## src/rtl/memory_bus_arbiter_pkg.sv

```systemverilog
// Shared types for the memory bus arbiter: source identifiers, bus packet
// layout and the arbiter state encoding.
package memory_bus_arbiter_pkg;

  localparam int DATA_W        = 64;
  localparam int ADDR_W        = 64;
  localparam int CORE_ID_W     = 4;
  localparam int WITHIN_CORE_W = 4;
  localparam int SRC_W         = CORE_ID_W + WITHIN_CORE_W;

  typedef logic [CORE_ID_W-1:0] core_id_t;

  typedef struct packed {
    core_id_t                 core_id;
    logic [WITHIN_CORE_W-1:0] within_core_id;
  } source_t;

  typedef struct packed {
    logic              write;
    logic [ADDR_W-1:0] addr;
    logic [DATA_W-1:0] data;
    source_t           source;
  } bus_packet_t;

  typedef enum logic {
    ST_IDLE  = 1'b0,
    ST_GRANT = 1'b1
  } arb_state_t;

  // Index width that stays at least one bit wide for tiny requester counts.
  function automatic int idx_width(input int n);
    return (n > 1) ? $clog2(n) : 1;
  endfunction

endpackage

```

## src/rtl/memory_bus_arbiter_tag.sv

```systemverilog
// Synchronous tag FIFO holding {requester index, source} for every read in
// flight, so responses can be routed back in issue order.
module arb_tag_fifo
  import memory_bus_arbiter_pkg::*;
#(
  parameter  int DEPTH = 4,
  parameter  int WIDTH = 10,
  localparam int PTR_W = (DEPTH > 1) ? $clog2(DEPTH) : 1,
  localparam int CNT_W = $clog2(DEPTH + 1)
) (
  input  logic             clk,
  input  logic             reset,
  input  logic             push,
  input  logic [WIDTH-1:0] push_data,
  input  logic             pop,
  output logic [WIDTH-1:0] head,
  output logic             full,
  output logic             empty,
  output logic [CNT_W-1:0] count
);

  logic [WIDTH-1:0] mem [DEPTH];
  logic [PTR_W-1:0] wr_ptr_reg;
  logic [PTR_W-1:0] rd_ptr_reg;
  logic [CNT_W-1:0] count_reg;
  logic             do_push;
  logic             do_pop;

  assign full    = (count_reg == CNT_W'(DEPTH));
  assign empty   = (count_reg == '0);
  assign count   = count_reg;
  assign head    = mem[rd_ptr_reg];
  assign do_pop  = pop && !empty;
  assign do_push = push && (!full || do_pop);

  // Storage array: written on push only, never reset.
  always_ff @(posedge clk) begin
    if (do_push) begin
      mem[wr_ptr_reg] <= push_data;
    end
  end

  // Pointers and occupancy; depth is a power of two so pointers wrap freely.
  always_ff @(posedge clk) begin
    if (!reset) begin
      wr_ptr_reg <= '0;
      rd_ptr_reg <= '0;
      count_reg  <= '0;
    end else begin
      if (do_push) wr_ptr_reg <= wr_ptr_reg + PTR_W'(1);
      if (do_pop)  rd_ptr_reg <= rd_ptr_reg + PTR_W'(1);
      if (do_push && !do_pop)      count_reg <= count_reg + CNT_W'(1);
      else if (do_pop && !do_push) count_reg <= count_reg - CNT_W'(1);
    end
  end

endmodule

```

## src/rtl/memory_bus_arbiter.sv

```systemverilog
// Round-robin arbiter placing one requester at a time on the memory bus and
// routing read responses back through an in-order tag FIFO.
module memory_bus_arbiter
  import memory_bus_arbiter_pkg::*;
#(
  parameter int NUM_REQ         = 4,
  parameter int MAX_OUTSTANDING = 4
) (
  input  logic                     clk,
  input  logic                     reset,
  input  logic [NUM_REQ-1:0]       req_valid,
  input  logic [NUM_REQ-1:0]       req_write,
  input  logic [NUM_REQ*64-1:0]    req_addr,
  input  logic [NUM_REQ*64-1:0]    req_data,
  input  logic [NUM_REQ*SRC_W-1:0] req_source,
  output logic [NUM_REQ-1:0]       req_accept,
  output logic [NUM_REQ-1:0]       resp_valid,
  output logic [63:0]              resp_data,
  output logic                     mem_req_valid,
  output logic                     mem_req_write,
  output logic [63:0]              mem_req_addr,
  output logic [63:0]              mem_req_data,
  output logic [SRC_W-1:0]         mem_req_source,
  input  logic                     mem_req_ready,
  input  logic                     mem_resp_valid,
  input  logic [63:0]              mem_resp_data,
  input  logic [SRC_W-1:0]         mem_resp_source,
  output logic                     error
);

  localparam int IDX_W = idx_width(NUM_REQ);
  localparam int TAG_W = IDX_W + SRC_W;
  localparam int CNT_W = $clog2(MAX_OUTSTANDING + 1);

  typedef logic [IDX_W-1:0] idx_t;

  arb_state_t          state_reg, state_next;
  idx_t                grant_idx_reg, rr_ptr_reg, win_idx, head_idx;
  bus_packet_t         pkt_reg;
  logic                error_reg, win_found, transfer;
  logic [NUM_REQ-1:0]  resp_valid_reg, eligible;
  logic [63:0]         resp_data_reg;
  logic [DATA_W-1:0]   addr_arr [NUM_REQ];
  logic [DATA_W-1:0]   data_arr [NUM_REQ];
  source_t             src_arr  [NUM_REQ];
  logic [TAG_W-1:0]    tag_head;
  logic [SRC_W-1:0]    head_src;
  logic [CNT_W-1:0]    tag_count;
  logic                tag_full, tag_empty, tag_push, tag_pop;
  logic                grant_drop, resp_orphan, resp_mismatch;
  int                  cand;

  // Unpack per-requester payloads; a read is only eligible while a tag slot is free.
  for (genvar gi = 0; gi < NUM_REQ; gi++) begin : g_req
    assign addr_arr[gi]   = req_addr[gi*DATA_W +: DATA_W];
    assign data_arr[gi]   = req_data[gi*DATA_W +: DATA_W];
    assign src_arr[gi]    = req_source[gi*SRC_W +: SRC_W];
    assign eligible[gi]   = req_valid[gi] && (req_write[gi] || !tag_full);
    assign req_accept[gi] = transfer && (grant_idx_reg == idx_t'(gi));
  end

  // Round-robin search starting just after the last granted requester.
  always_comb begin
    win_found = 1'b0;
    win_idx   = '0;
    cand      = 0;
    for (int off = 1; off <= NUM_REQ; off++) begin
      cand = (int'(rr_ptr_reg) + off) % NUM_REQ;
      if (!win_found && eligible[idx_t'(cand)]) begin
        win_found = 1'b1;
        win_idx   = idx_t'(cand);
      end
    end
  end

  // Next-state: pick a winner in IDLE, hold the locked grant until the bus takes it.
  always_comb begin
    state_next = state_reg;
    transfer   = 1'b0;
    case (state_reg)
      ST_IDLE:  if (win_found) state_next = ST_GRANT;
      ST_GRANT: if (mem_req_ready) begin
        transfer   = 1'b1;
        state_next = ST_IDLE;
      end
      default:  state_next = ST_IDLE;
    endcase
  end

  // State register.
  always_ff @(posedge clk) begin
    if (!reset) state_reg <= ST_IDLE;
    else        state_reg <= state_next;
  end

  // Latch the winner and its payload; advance the round-robin pointer on transfer.
  always_ff @(posedge clk) begin
    if (!reset) begin
      grant_idx_reg <= '0;
      rr_ptr_reg    <= idx_t'(NUM_REQ - 1);
      pkt_reg       <= '0;
    end else begin
      if (state_reg == ST_IDLE && win_found) begin
        grant_idx_reg  <= win_idx;
        pkt_reg.write  <= req_write[win_idx];
        pkt_reg.addr   <= addr_arr[win_idx];
        pkt_reg.data   <= data_arr[win_idx];
        pkt_reg.source <= src_arr[win_idx];
      end
      if (transfer) rr_ptr_reg <= grant_idx_reg;
    end
  end

  assign mem_req_valid  = (state_reg == ST_GRANT);
  assign mem_req_write  = pkt_reg.write;
  assign mem_req_addr   = pkt_reg.addr;
  assign mem_req_data   = pkt_reg.data;
  assign mem_req_source = pkt_reg.source;

  assign tag_push = transfer && !pkt_reg.write;
  assign tag_pop  = mem_resp_valid && (tag_count != '0);
  assign head_idx = tag_head[SRC_W +: IDX_W];
  assign head_src = tag_head[SRC_W-1:0];

  arb_tag_fifo #(.DEPTH(MAX_OUTSTANDING), .WIDTH(TAG_W)) u_tag_fifo (
    .clk       (clk),
    .reset     (reset),
    .push      (tag_push),
    .push_data ({grant_idx_reg, pkt_reg.source}),
    .pop       (tag_pop),
    .head      (tag_head),
    .full      (tag_full),
    .empty     (tag_empty),
    .count     (tag_count)
  );

  // Route a popped response to its requester one cycle later.
  always_ff @(posedge clk) begin
    if (!reset) begin
      resp_valid_reg <= '0;
      resp_data_reg  <= '0;
    end else begin
      resp_valid_reg <= '0;
      if (tag_pop) begin
        resp_valid_reg[head_idx] <= 1'b1;
        resp_data_reg            <= mem_resp_data;
      end
    end
  end

  assign resp_valid = resp_valid_reg;
  assign resp_data  = resp_data_reg;

  assign grant_drop    = (state_reg == ST_GRANT) && !req_valid[grant_idx_reg];
  assign resp_orphan   = mem_resp_valid && tag_empty;
  assign resp_mismatch = mem_resp_valid && !tag_empty && (mem_resp_source != head_src);

  // Sticky protocol-error flag, cleared only by reset.
  always_ff @(posedge clk) begin
    if (!reset)                                          error_reg <= 1'b0;
    else if (grant_drop || resp_orphan || resp_mismatch) error_reg <= 1'b1;
  end

  assign error = error_reg;

endmodule

```

## config.mk

```make
export PLATFORM = sky130hd
export DESIGN_NAME = memory_bus_arbiter
export DESIGN_NICKNAME = d
export VERILOG_FILES = /design/src/rtl/memory_bus_arbiter_pkg.sv /design/src/rtl/memory_bus_arbiter_tag.sv /design/src/rtl/memory_bus_arbiter.sv
export SDC_FILE = /design/constraint.sdc
export NUM_CORES = 1
export LEC_CHECK = 0
export CORE_AREA = 2 2 323 325
export CTS_CLUSTER_SIZE = 12
export DETAILED_ROUTE_END_ITERATION = 16
export DIE_AREA = 0 0 325 327
export PLACE_DENSITY = 0.38
export SYNTH_ARGS = -nofsm -noshare
export SYNTH_HDL_FRONTEND = slang
export SYNTH_HIERARCHICAL = 1
export SYNTH_SLANG_ARGS = --single-unit
```

## constraint.sdc

```tcl
create_clock -name clk -period 3.2 [get_ports clk]
set_input_delay 0.8 -clock clk [delete_from_list [all_inputs] [get_ports clk]]
set_output_delay 0.8 -clock clk [all_outputs]
set_load 0.02 [all_outputs]
```

* Word level (Yosys, flattened, before mapping)
Memories as Yosys holds them, arrays and structs flattened. A register that Yosys moved wholly into a read port is not among the register bits. Cells that the tools add are included.
Cells by class: add/subtract/negate cells 8, $lt $le $gt $ge 9, equality and inequality tests 5, multiplexer cells 42, bitwise logic cells 2, reductions and logical operators 44
Operators with widths (number):
- $bmux 64 s2 | 2
- $mux 64 | 4
- $logic_and 1x1->1 | 23
- $lt 2x3->1 const B | 7
- $mux 1 | 17
- $bmux 8 s2 | 1
- $mux 8 | 2
- $bmux 1 s2 | 6
- $mux 2 | 6
- $logic_not 1->1 | 9
- $add 2x1->2 const B | 4
- $ne 8x8->1 | 1
- $logic_or 1x1->1 | 7
- $mux 3 | 2
- $add 2x2->2 const B | 2
- $eq 2x2->1 const B | 2
- $add 3x1->3 const B | 1
- $eq 3x3->1 const B | 1
- $ge 3x3->1 const B | 1
- $logic_not 3->1 | 1
- $not 2->3 | 1
- $reduce_bool 3->1 | 1
- $sub 3x1->3 const B | 1
- $demux 1 s2 | 1
- other kinds (7) | 7
Storage, ports and cells: register bits 218, bits in writable memories 40, bits of input ports 628, output and inout bits 211, word-level logic and storage cells 125, memories kept 1
Memories:
- u_tag_fifo.mem | depth 4, bits a word 10, rd ports 1, clocked after Yosys merged registers in 1, wr ports 1, RTL line memory_bus_arbiter_tag.sv:22 | logic [WIDTH-1:0] mem [DEPTH];

* Longest topological paths before layout
Gate-level depths: netlist of run 1.
word-level depth 20, depth in mapped cells 11, depth with buffers taken out 10

* Modules after synthesis
The synthesis of run 1 kept the hierarchy.
By module, submodules not included:
- memory_bus_arbiter | instances 1, cells an instance 1309, area each 11494.8 µm², sequential area each 4224.1 µm²
- arb_tag_fifo | instances 1, cells an instance 100, area each 1929.4 µm², sequential area each 1381.3 µm²

* Least setup slack after synthesis of run 1
No wires, ideal clock.
kind input-to-reg, start input mem_resp_valid, end register u_tag_fifo.count_reg[2] (netlist: u_tag_fifo/count[2]), library setup time 0.076 ns, arrival 2.799 ns, required time 3.124 ns, slack 0.326 ns, stages on the path 11, path buffers 1, cell sequence o31ai_1 -> inv_2 -> clkbuf_1 -> inv_1 -> a21boi_4 -> ha_1 -> inv_1 -> fa_1 -> xor2_1 -> or3_1 -> a21boi_0
Between the ends: longest elaborated chain between the ends 7, elaborated cells between the ends (all ways) 10, classes of those cells mux (1); reduce/logical (9)
Ends and longest elaborated chain:
- start: declaration | RTL line memory_bus_arbiter.sv:25 | input logic mem_resp_valid,
- $logic_and 1x1->1 * | RTL line memory_bus_arbiter.sv:121 | assign tag_pop = mem_resp_valid && (tag_count != '0);
- named net tag_pop | RTL line memory_bus_arbiter.sv:49 | logic tag_full, tag_empty, tag_push, tag_pop;
- $logic_and 1x1->1 * | RTL line memory_bus_arbiter_tag.sv:33 | assign do_pop = pop && !empty;
- $logic_or 1x1->1 * | RTL line memory_bus_arbiter_tag.sv:34 | assign do_push = push && (!full || do_pop);
- $logic_and 1x1->1 * | RTL line memory_bus_arbiter_tag.sv:34
- named net u_tag_fifo.do_push | RTL line memory_bus_arbiter_tag.sv:26 | logic do_push;
- $logic_not 1->1 | RTL line memory_bus_arbiter_tag.sv:53 | else if (do_pop && !do_push) count_reg <= count_reg - CNT_W'(1);
- $logic_and 1x1->1 | RTL line memory_bus_arbiter_tag.sv:53
- $reduce_bool 2->1 (no source line)
- end signal: assignment | RTL line memory_bus_arbiter_tag.sv:52 | if (do_push && !do_pop) count_reg <= count_reg + CNT_W'(1);
- end signal: assignment | RTL line memory_bus_arbiter_tag.sv:53
- end: declaration | RTL line memory_bus_arbiter_tag.sv:25 | logic [CNT_W-1:0] count_reg;
The timed path passes the listed nets; every way through them passes the cells marked *. A chain may end at the register's enable or synchronous reset.

* Final worst setup path of run 1
start register u_tag_fifo.count_reg[1] (netlist: u_tag_fifo/count[1]), end register pkt_reg (netlist bit mem_req_data[22])
Between the ends: longest elaborated chain between the ends 20, elaborated cells between the ends (all ways) 37, classes of those cells eq/ne (1); mux (19); bitwise (1); reduce/logical (16)
Ends and longest elaborated chain:
- $eq 3x3->1 * | RTL line memory_bus_arbiter_tag.sv:29 | assign full = (count_reg == CNT_W'(DEPTH));
- named net tag_full | RTL line memory_bus_arbiter.sv:49
- $logic_not 1->1 * | RTL line memory_bus_arbiter.sv:58 | assign eligible[gi] = req_valid[gi] && (req_write[gi] || !tag_full);
- $logic_or 1x1->1 | RTL line memory_bus_arbiter.sv:58
- $logic_and 1x1->1 | RTL line memory_bus_arbiter.sv:58
- $bmux 1 s2 | RTL line memory_bus_arbiter.sv:69 | if (!win_found && eligible[idx_t'(cand)]) begin
- $mux 1 (not written as such) | RTL line memory_bus_arbiter.sv:69
- $mux 1 | RTL line memory_bus_arbiter.sv:69
- [... 4 more ...]
- $logic_and 1x1->1 | RTL line memory_bus_arbiter.sv:69
- $mux 1 | RTL line memory_bus_arbiter.sv:69
- $logic_not 1->1 | RTL line memory_bus_arbiter.sv:69
- $logic_and 1x1->1 | RTL line memory_bus_arbiter.sv:69
- $mux 2 | RTL line memory_bus_arbiter.sv:69
- $not 2->3 (not written as such) | RTL line memory_bus_arbiter.sv:107 | pkt_reg.data <= data_arr[win_idx];
- $bmux 64 s2 | RTL line memory_bus_arbiter.sv:107
- $mux 64 (not written as such) (2 in series) | RTL line memory_bus_arbiter.sv:107
- end: declaration | RTL line memory_bus_arbiter.sv:39 | bus_packet_t pkt_reg;
The timed path passes the listed nets; every way through them passes the cells marked *. The select of a mux whose other input is x is not followed.

==> impl_metrics.env, run 1 <==
export IMPL_die_area_mm2=0.106
export IMPL_cp_arrival_ns=3.39
export IMPL_path_max_fanout=17
export IMPL_routabilityCongestion=0.900
export IMPL_p_sw_share_pct=35.3
export IMPL_switchingPower_mw=5.29
export IMPL_dp_hpwl_um=64100
export IMPL_hp_class="reg -> reg"
export IMPL_drt_pass1_iterations=4
export IMPL_wire_per_inst_um=22.1
export IMPL_synth_seq_cells=260
export IMPL_dr_total_vias=15200
export IMPL_crit_type="reg -> reg"
export IMPL_cp_end_kind="flip-flop"
export IMPL_p_int_mw=9.69
export IMPL_yosys_area_share_simple_pct=13.9
export IMPL_grt_ovfl_total=0
export IMPL_cts_buffers=40
export IMPL_rows=118
export IMPL_synthesis_nets=2043
export IMPL_synth_compound_area_share_pct=24.9
export IMPL_cts_setup_buffers=0
export IMPL_clock_sink_count=260
export IMPL_reg2regPathDepth=12
export IMPL_via_per_inst=4.10
export IMPL_worst_pin_slew_ns=0.749
export IMPL_finalClockSkew_ns=0.0196
export IMPL_wirelength_um=82100
export IMPL_postCtsHoldBufs=0
export IMPL_whs_path_depth=2
export IMPL_avgSynthCellArea_um2=9.53
export IMPL_p_per_area_mw_per_mm2=578
export IMPL_critPathLaunchType="flip-flop"
export IMPL_finalNetCount=2930
export IMPL_ys_seq_area_share_pct=41.8
export IMPL_hold_violations=0
export IMPL_cts_max_level=2
export IMPL_synthTopCellsByArea="dfxtp_1, mux2i_1, edfxtp_1"
export IMPL_synth_xor_area_share_pct=0.783
export IMPL_synth_top_cell_area_share_pct=32.8
export IMPL_status="completed"
export IMPL_slew_violations=0
export IMPL_timing_max_cap_violations=0
export IMPL_cts_root_buf="clkbuf_16"
export IMPL_grt_pass1_wl_um=117000
export IMPL_yosys_warnings=6
export IMPL_clk_latency_ns=0.59
export IMPL_grt_pass1_vias=16300
export IMPL_syn_cell_area_mm2=0.0134
export IMPL_combPwrFrac_pct=41.5
export IMPL_cts_repair_resized=0
export IMPL_dp_cells=3634
export IMPL_drtIter0Drc=531
export IMPL_setup_viol=0
export IMPL_min_period_ns=2.96
export IMPL_die_h_um=327
export IMPL_postRouteAntennaNets=0
export IMPL_finalNonFillerCells=3712
export IMPL_grt_usage_pct=14.9
export IMPL_clk_path_buf_depth=3
export IMPL_muxShareOfSynthArea_pct=12.4
export IMPL_power_share_sequential_pct=28.0
export IMPL_numPortBuffers=838
export IMPL_clkTransAtPathRegs_ns=0.06
export IMPL_ir_drop_mv=0.285
export IMPL_power_mw=15.0
export IMPL_core_area_mm2=0.103
export IMPL_drc=0
export IMPL_synth_top_family_by_area="compound AO/OA/AOI/OAI gates"
export IMPL_slew_headroom_pct=50.1
export IMPL_cp_required_ns=3.64
export IMPL_synth_adder_area_share_pct=0.615
export IMPL_boundaryPins=839
export IMPL_start_util_pct=13.0
export IMPL_syn_inst=1409
export IMPL_cts_tree="built"
export IMPL_grt_start_max_net_pins=102
export IMPL_p_leak_nw=9.72
export IMPL_drive_above_1_share_pct=11.3
export IMPL_antenna_found_initial=27
export IMPL_period_share_pct=92.4
export IMPL_die_w_um=325
export IMPL_rsz0062_at_grt="false"
export IMPL_fmax_ghz=0.338
export IMPL_yosysTopAreaCell="dfxtp_1"
export IMPL_syn_to_final_growth_pct=93.0
export IMPL_yosysUniqueCellTypes=53
export IMPL_clockPowerShare_pct=30.5
cell families (layout without fill, tap and decap cells):
| logic type | Yosys count | in the layout |
|---|---|---|
| AO/OA/AOI/OAI | 434 | 434 |
| XOR/XNOR | 12 | 12 |
| adder cells (fa/ha/maj) | 6 | 6 |
| buffers and inverters | 160 | 1076 |
| flip-flops | 260 | 260 |
| multiplexers | 152 | 152 |
| other | 0 | 7 |
| AND/OR/NAND/NOR | 385 | 385 |
stage by stage:
stage / area [µm²] / setup TNS (ns) / hold slack (ns) / util, % / setup slack, ns
2_1_floorplan: 13400 / 0 / 0.468 / - / 0.326
4_1_cts: 25900 / 0 / 0.470 / 25.2 / 0.216
3_3_place_gp: 24600 / -22.53 / 0.453 / 23.9 / -0.363
5_1_grt: 25900 / 0 / 0.487 / 25.2 / 0.102
3_5_place_dp: 24600 / -11.99 / 0.461 / 23.9 / -0.338
6_report: 25900 / 0 / 0.464 / 25.2 / 0.245
layer usage:
layer / GRT usage, % / vias up / share of wire [%]
met5: 0 / - / 0.19
met4: 4.75 / 24 / 2.9
met3: 5.38 / 137 / 7.8
met2: 26.3 / 606 / 50
met1: 16.5 / 7304 / 39
li1: - / 7158 / -
cells in the mapped netlist (all sizes together):
library cell / n
a221oi: 69
a21boi: 67
o32ai: 68
buf: 52
nor3b: 1
or3: 1
nand2b: 3
o41ai: 1
inv: 9
o21bai: 1
xnor2: 10
a211oi: 136
a311oi: 1
o31ai: 3
clkbuf: 99
and2: 10
ha: 5
mux2i: 141
nand4: 1
a21bo: 1
mux4: 11
nor2: 10
a21oi: 5
nor4b: 1
nand2: 208
a2111oi: 1
nand3: 7
o211a: 2
o211ai: 1
o21a: 2
a22oi: 3
a31oi: 1
edfxtp: 40
nor2b: 3
nor3: 3
dfxtp: 220
o21ai: 71
and3: 137
xor2: 2
fa: 1
o311ai: 1
worst max-delay path, stage by stage, from the launching register on:
cell and delay (ns):
dfxtp_1 0.31, nor3b_2 0.20, buf_4 0.20, nor2b_2 0.19
nor4b_1 0.07, buf_4 0.15, a311oi_4 0.38, buf_4 0.18
a21bo_4 0.14, buf_4 0.22, buf_12 0.21, mux2i_1 0.44
a221oi_2 0.10
cell type report:
cell class | instances | area, µm²
clock buffer | 50 | 1070
fill | 11100 | 77000
timing repair buffer | 996 | 10100
tap | 1380 | 1730
multi-input combinational | 989 | 7150
clock inverter | 21 | 249
inverter | 9 | 33.8
sequential | 260 | 5610
antenna | 7 | 17.5
final timing paths:
check                                                 startpoint                             to  slack (ns)
worst min-delay path                  resp_data[53]$_SDFFE_PN0P_     resp_data[53]$_SDFFE_PN0P_        0.46
worst min register to register        resp_data[53]$_SDFFE_PN0P_     resp_data[53]$_SDFFE_PN0P_        0.46
worst max-delay path            u_tag_fifo/count[1]$_SDFFE_PN0P_  mem_req_data[22]$_SDFFE_PN0P_        0.24
worst max register to register  u_tag_fifo/count[1]$_SDFFE_PN0P_  mem_req_data[22]$_SDFFE_PN0P_        0.24
cells in the final DEF (no fill, tap or decap), types with 2 or more instances in the layout:
master and count:
nor3_1 3, xor2_1 2, a21boi_0 66, nor2_4 2
a211oi_1 136, nor2b_1 2, a221oi_2 10, and2_1 9
a221oi_1 59, mux4_2 11, nand2_1 206, o21ai_0 70
clkdlybuf4s50_1 833, buf_12 40, clkbuf_8 3, edfxtp_1 40
dfxtp_1 220, bufinv_16 5, buf_4 122, clkinv_1 4
inv_1 8, nand2b_1 3, and3_1 137, clkbuf_1 7
o32ai_1 68, clkinv_2 7, diode_2 7, o211a_1 2
a22oi_1 2, mux2i_1 141, ha_1 5, a21oi_1 4
clkinvlp_4 2, xnor2_1 10, nor2_1 8, nand3_1 7
clkbuf_16 40
power groups by stage:
stage               clock (mW)  combinational (mW)  sequential (mW)
global placement             0                6.29             4.25
CTS                       4.80                6.33             4.20
floorplan                    0                2.35             4.76
detailed placement           0                6.31             4.26
finish                    4.57                6.22             4.20
global route              4.90                6.68             4.26
Note: power is estimated with default switching activity, not from simulation.
==> inputs of run 2 (changes only) <==
--- a/config.mk
+++ b/config.mk
@@ -5,10 +5,10 @@
 export SDC_FILE = /design/constraint.sdc
 export NUM_CORES = 1
 export LEC_CHECK = 0
-export CORE_AREA = 2 2 323 325
+export CORE_AREA = 3 3 324 326
 export CTS_CLUSTER_SIZE = 12
 export DETAILED_ROUTE_END_ITERATION = 16
-export DIE_AREA = 0 0 325 327
+export DIE_AREA = 0 0 327 329
 export PLACE_DENSITY = 0.38
 export SYNTH_ARGS = -nofsm -noshare
 export SYNTH_HDL_FRONTEND = slang
==> impl_metrics.env, run 2 (synthesis results as in run 1) <==
export IMPL_status="completed"
export IMPL_cts_setup_buffers=0
export IMPL_r2r_end="error$_SDFFE_PN0P_"
export IMPL_hold_violations=0
export IMPL_cts_root_buf="clkbuf_16"
export IMPL_rows=117
export IMPL_ir_drop_mv=0.290
export IMPL_setup_ws_ns=0.349
export IMPL_critPathLaunchType="input port"
export IMPL_cts_repair_resized=0
export IMPL_antenna_found_initial=12
export IMPL_cts_tree="built"
export IMPL_drt_pass1_iterations=5
export IMPL_die_area_mm2=0.108
export IMPL_cts_max_level=2
export IMPL_design_area_mm2=0.0255
export IMPL_die_h_um=329
export IMPL_dp_hpwl_um=63600
export IMPL_regToRegSetupSlack_ns=0.37
export IMPL_slew_violations=0
export IMPL_finalNetCount=2891
export IMPL_slew_headroom_pct=45.6
export IMPL_pre_cts_slack_ns=-0.126
export IMPL_finalClockSkew_ns=0.0243
export IMPL_grt_start_max_net_pins=79
export IMPL_cp_required_ns=3.63
export IMPL_wire_per_inst_um=22.4
export IMPL_place_area_mm2=0.0242
export IMPL_postCtsHoldBufs=0
export IMPL_clk_latency_ns=0.59
export IMPL_postRouteAntennaNets=0
export IMPL_clkTransAtPathRegs_ns=0.05
export IMPL_fmax_ghz=0.351
export IMPL_layout_commonest_cell="clkdlybuf4s50_1"
export IMPL_min_from="resp_data[40]$_SDFFE_PN0P_"
export IMPL_clock_sink_count=260
export IMPL_cp_arrival_ns=3.28
export IMPL_via_per_inst=4.11
export IMPL_setup_viol=0
export IMPL_core_area_mm2=0.102
export IMPL_p_leak_nw=9.47
export IMPL_drc=0
export IMPL_wirelength_um=82000
export IMPL_clk_path_buf_depth=3
export IMPL_cts_buffers=38
export IMPL_path_max_fanout=36
export IMPL_grt_pass1_vias=16300
export IMPL_start_util_pct=13.2
export IMPL_grt_pass1_wl_um=116000
export IMPL_whs_path_depth=2
export IMPL_cp_end_kind="flip-flop"
export IMPL_drtIter0Drc=701
export IMPL_numPortBuffers=838
export IMPL_fin_util_pct=25.0
export IMPL_period_share_pct=89.1
export IMPL_min_period_ns=2.85
export IMPL_fin_setup_tns_ns=0
export IMPL_hp_class="reg -> reg"
export IMPL_grt_usage_pct=14.5
export IMPL_min_to="resp_data[40]$_SDFFE_PN0P_"
export IMPL_worst_pin_slew_ns=0.806
export IMPL_finalNonFillerCells=3661
export IMPL_dp_cells=3585
export IMPL_routabilityCongestion=0.873
export IMPL_reg2regPathDepth=7
export IMPL_rsz0062_at_grt="false"
export IMPL_fillers=11000
export IMPL_syn_to_final_growth_pct=89.7
export IMPL_crit_type="in -> reg"
export IMPL_drive_above_1_share_pct=9.58
export IMPL_die_w_um=327
export IMPL_dr_total_vias=15100
export IMPL_final_cell_mix="clkdlybuf4s50_1, dfxtp_1, nand2_1, mux2i_1, and3_1"
export IMPL_timing_max_cap_violations=0
export IMPL_grt_ovfl_total=0
export IMPL_boundaryPins=839
export IMPL_p_per_area_mw_per_mm2=573
[run 2: changes by cell type in the layout (fill, tap and decap cells not counted), sizes merged]
cell	change
inv	-1
diode	+1
clkinv	-7
buf	-37
clkbuf	+9
clkinvlp	-2
bufinv	-2
[run 2: final cells by class]
type | instances | area [µm²] | area share (%)
inverters | 9 | 33.8 | 0.133
well taps | 1368 | 1710 | 6.72
multi-input cells | 989 | 7150 | 28.1
diodes | 8 | 20.0 | 0.0786
clock buffers | 59 | 1110 | 4.36
clock inverters | 9 | 168 | 0.659
flip-flops and latches | 260 | 5610 | 22.0
repair buffers | 959 | 9660 | 38.0
[run 2: how the worst max path moves through the flow]
stage                    from                               end  cells past startpoint
6_report         req_valid[3]    mem_req_source[0]$_SDFFE_PN0P_                     11
5_1_grt             flip-flop                error$_SDFFE_PN0P_                      7
4_1_cts             flip-flop                error$_SDFFE_PN0P_                      7
3_5_place_dp     req_write[3]     mem_req_data[63]$_SDFFE_PN0P_                      9
3_3_place_gp     req_write[3]     mem_req_data[63]$_SDFFE_PN0P_                      9
2_1_floorplan  mem_resp_valid  u_tag_fifo/count[2]$_SDFFE_PN0P_                     11
[run 2: worst max-delay path, stage by stage]
cell	delay [ns]
clkdlybuf4s50_1	0.52
inv_1	0.07
buf_4	0.13
a2111oi_0	0.36
buf_4	0.21
a21oi_4	0.05
buf_12	0.19
buf_4	0.22
and3_1	0.17
a211oi_1	0.38
o32ai_1	0.12
[run 2: power breakdown]
part	total, mW	switching [mW]	leakage, nW	internal (mW)
logic	5.99	3.08	6.67	2.91
registers	4.21	0.356	2.18	3.86
clock network	4.39	1.74	0.620	2.64
total	14.6	5.18	9.47	9.41
[run 2: stage by stage]
step | power (mW) | hold WS, ns
after floorplan | 7.11 | 0.468
after global placement | 10.3 | 0.451
final | 14.6 | 0.461
after CTS | 14.9 | 0.464
after detailed placement | 10.4 | 0.456
after global routing | 15.5 | 0.484
[run 2: metal layers]
metal  vias up  GRT usage, %  wire length (µm)
met4         8          3.72              1610
met2       563          25.1             40100
met5         -             0                60
met1      7301          17.4             33800
met3        90          4.65              6450
li1       7088             -                 -
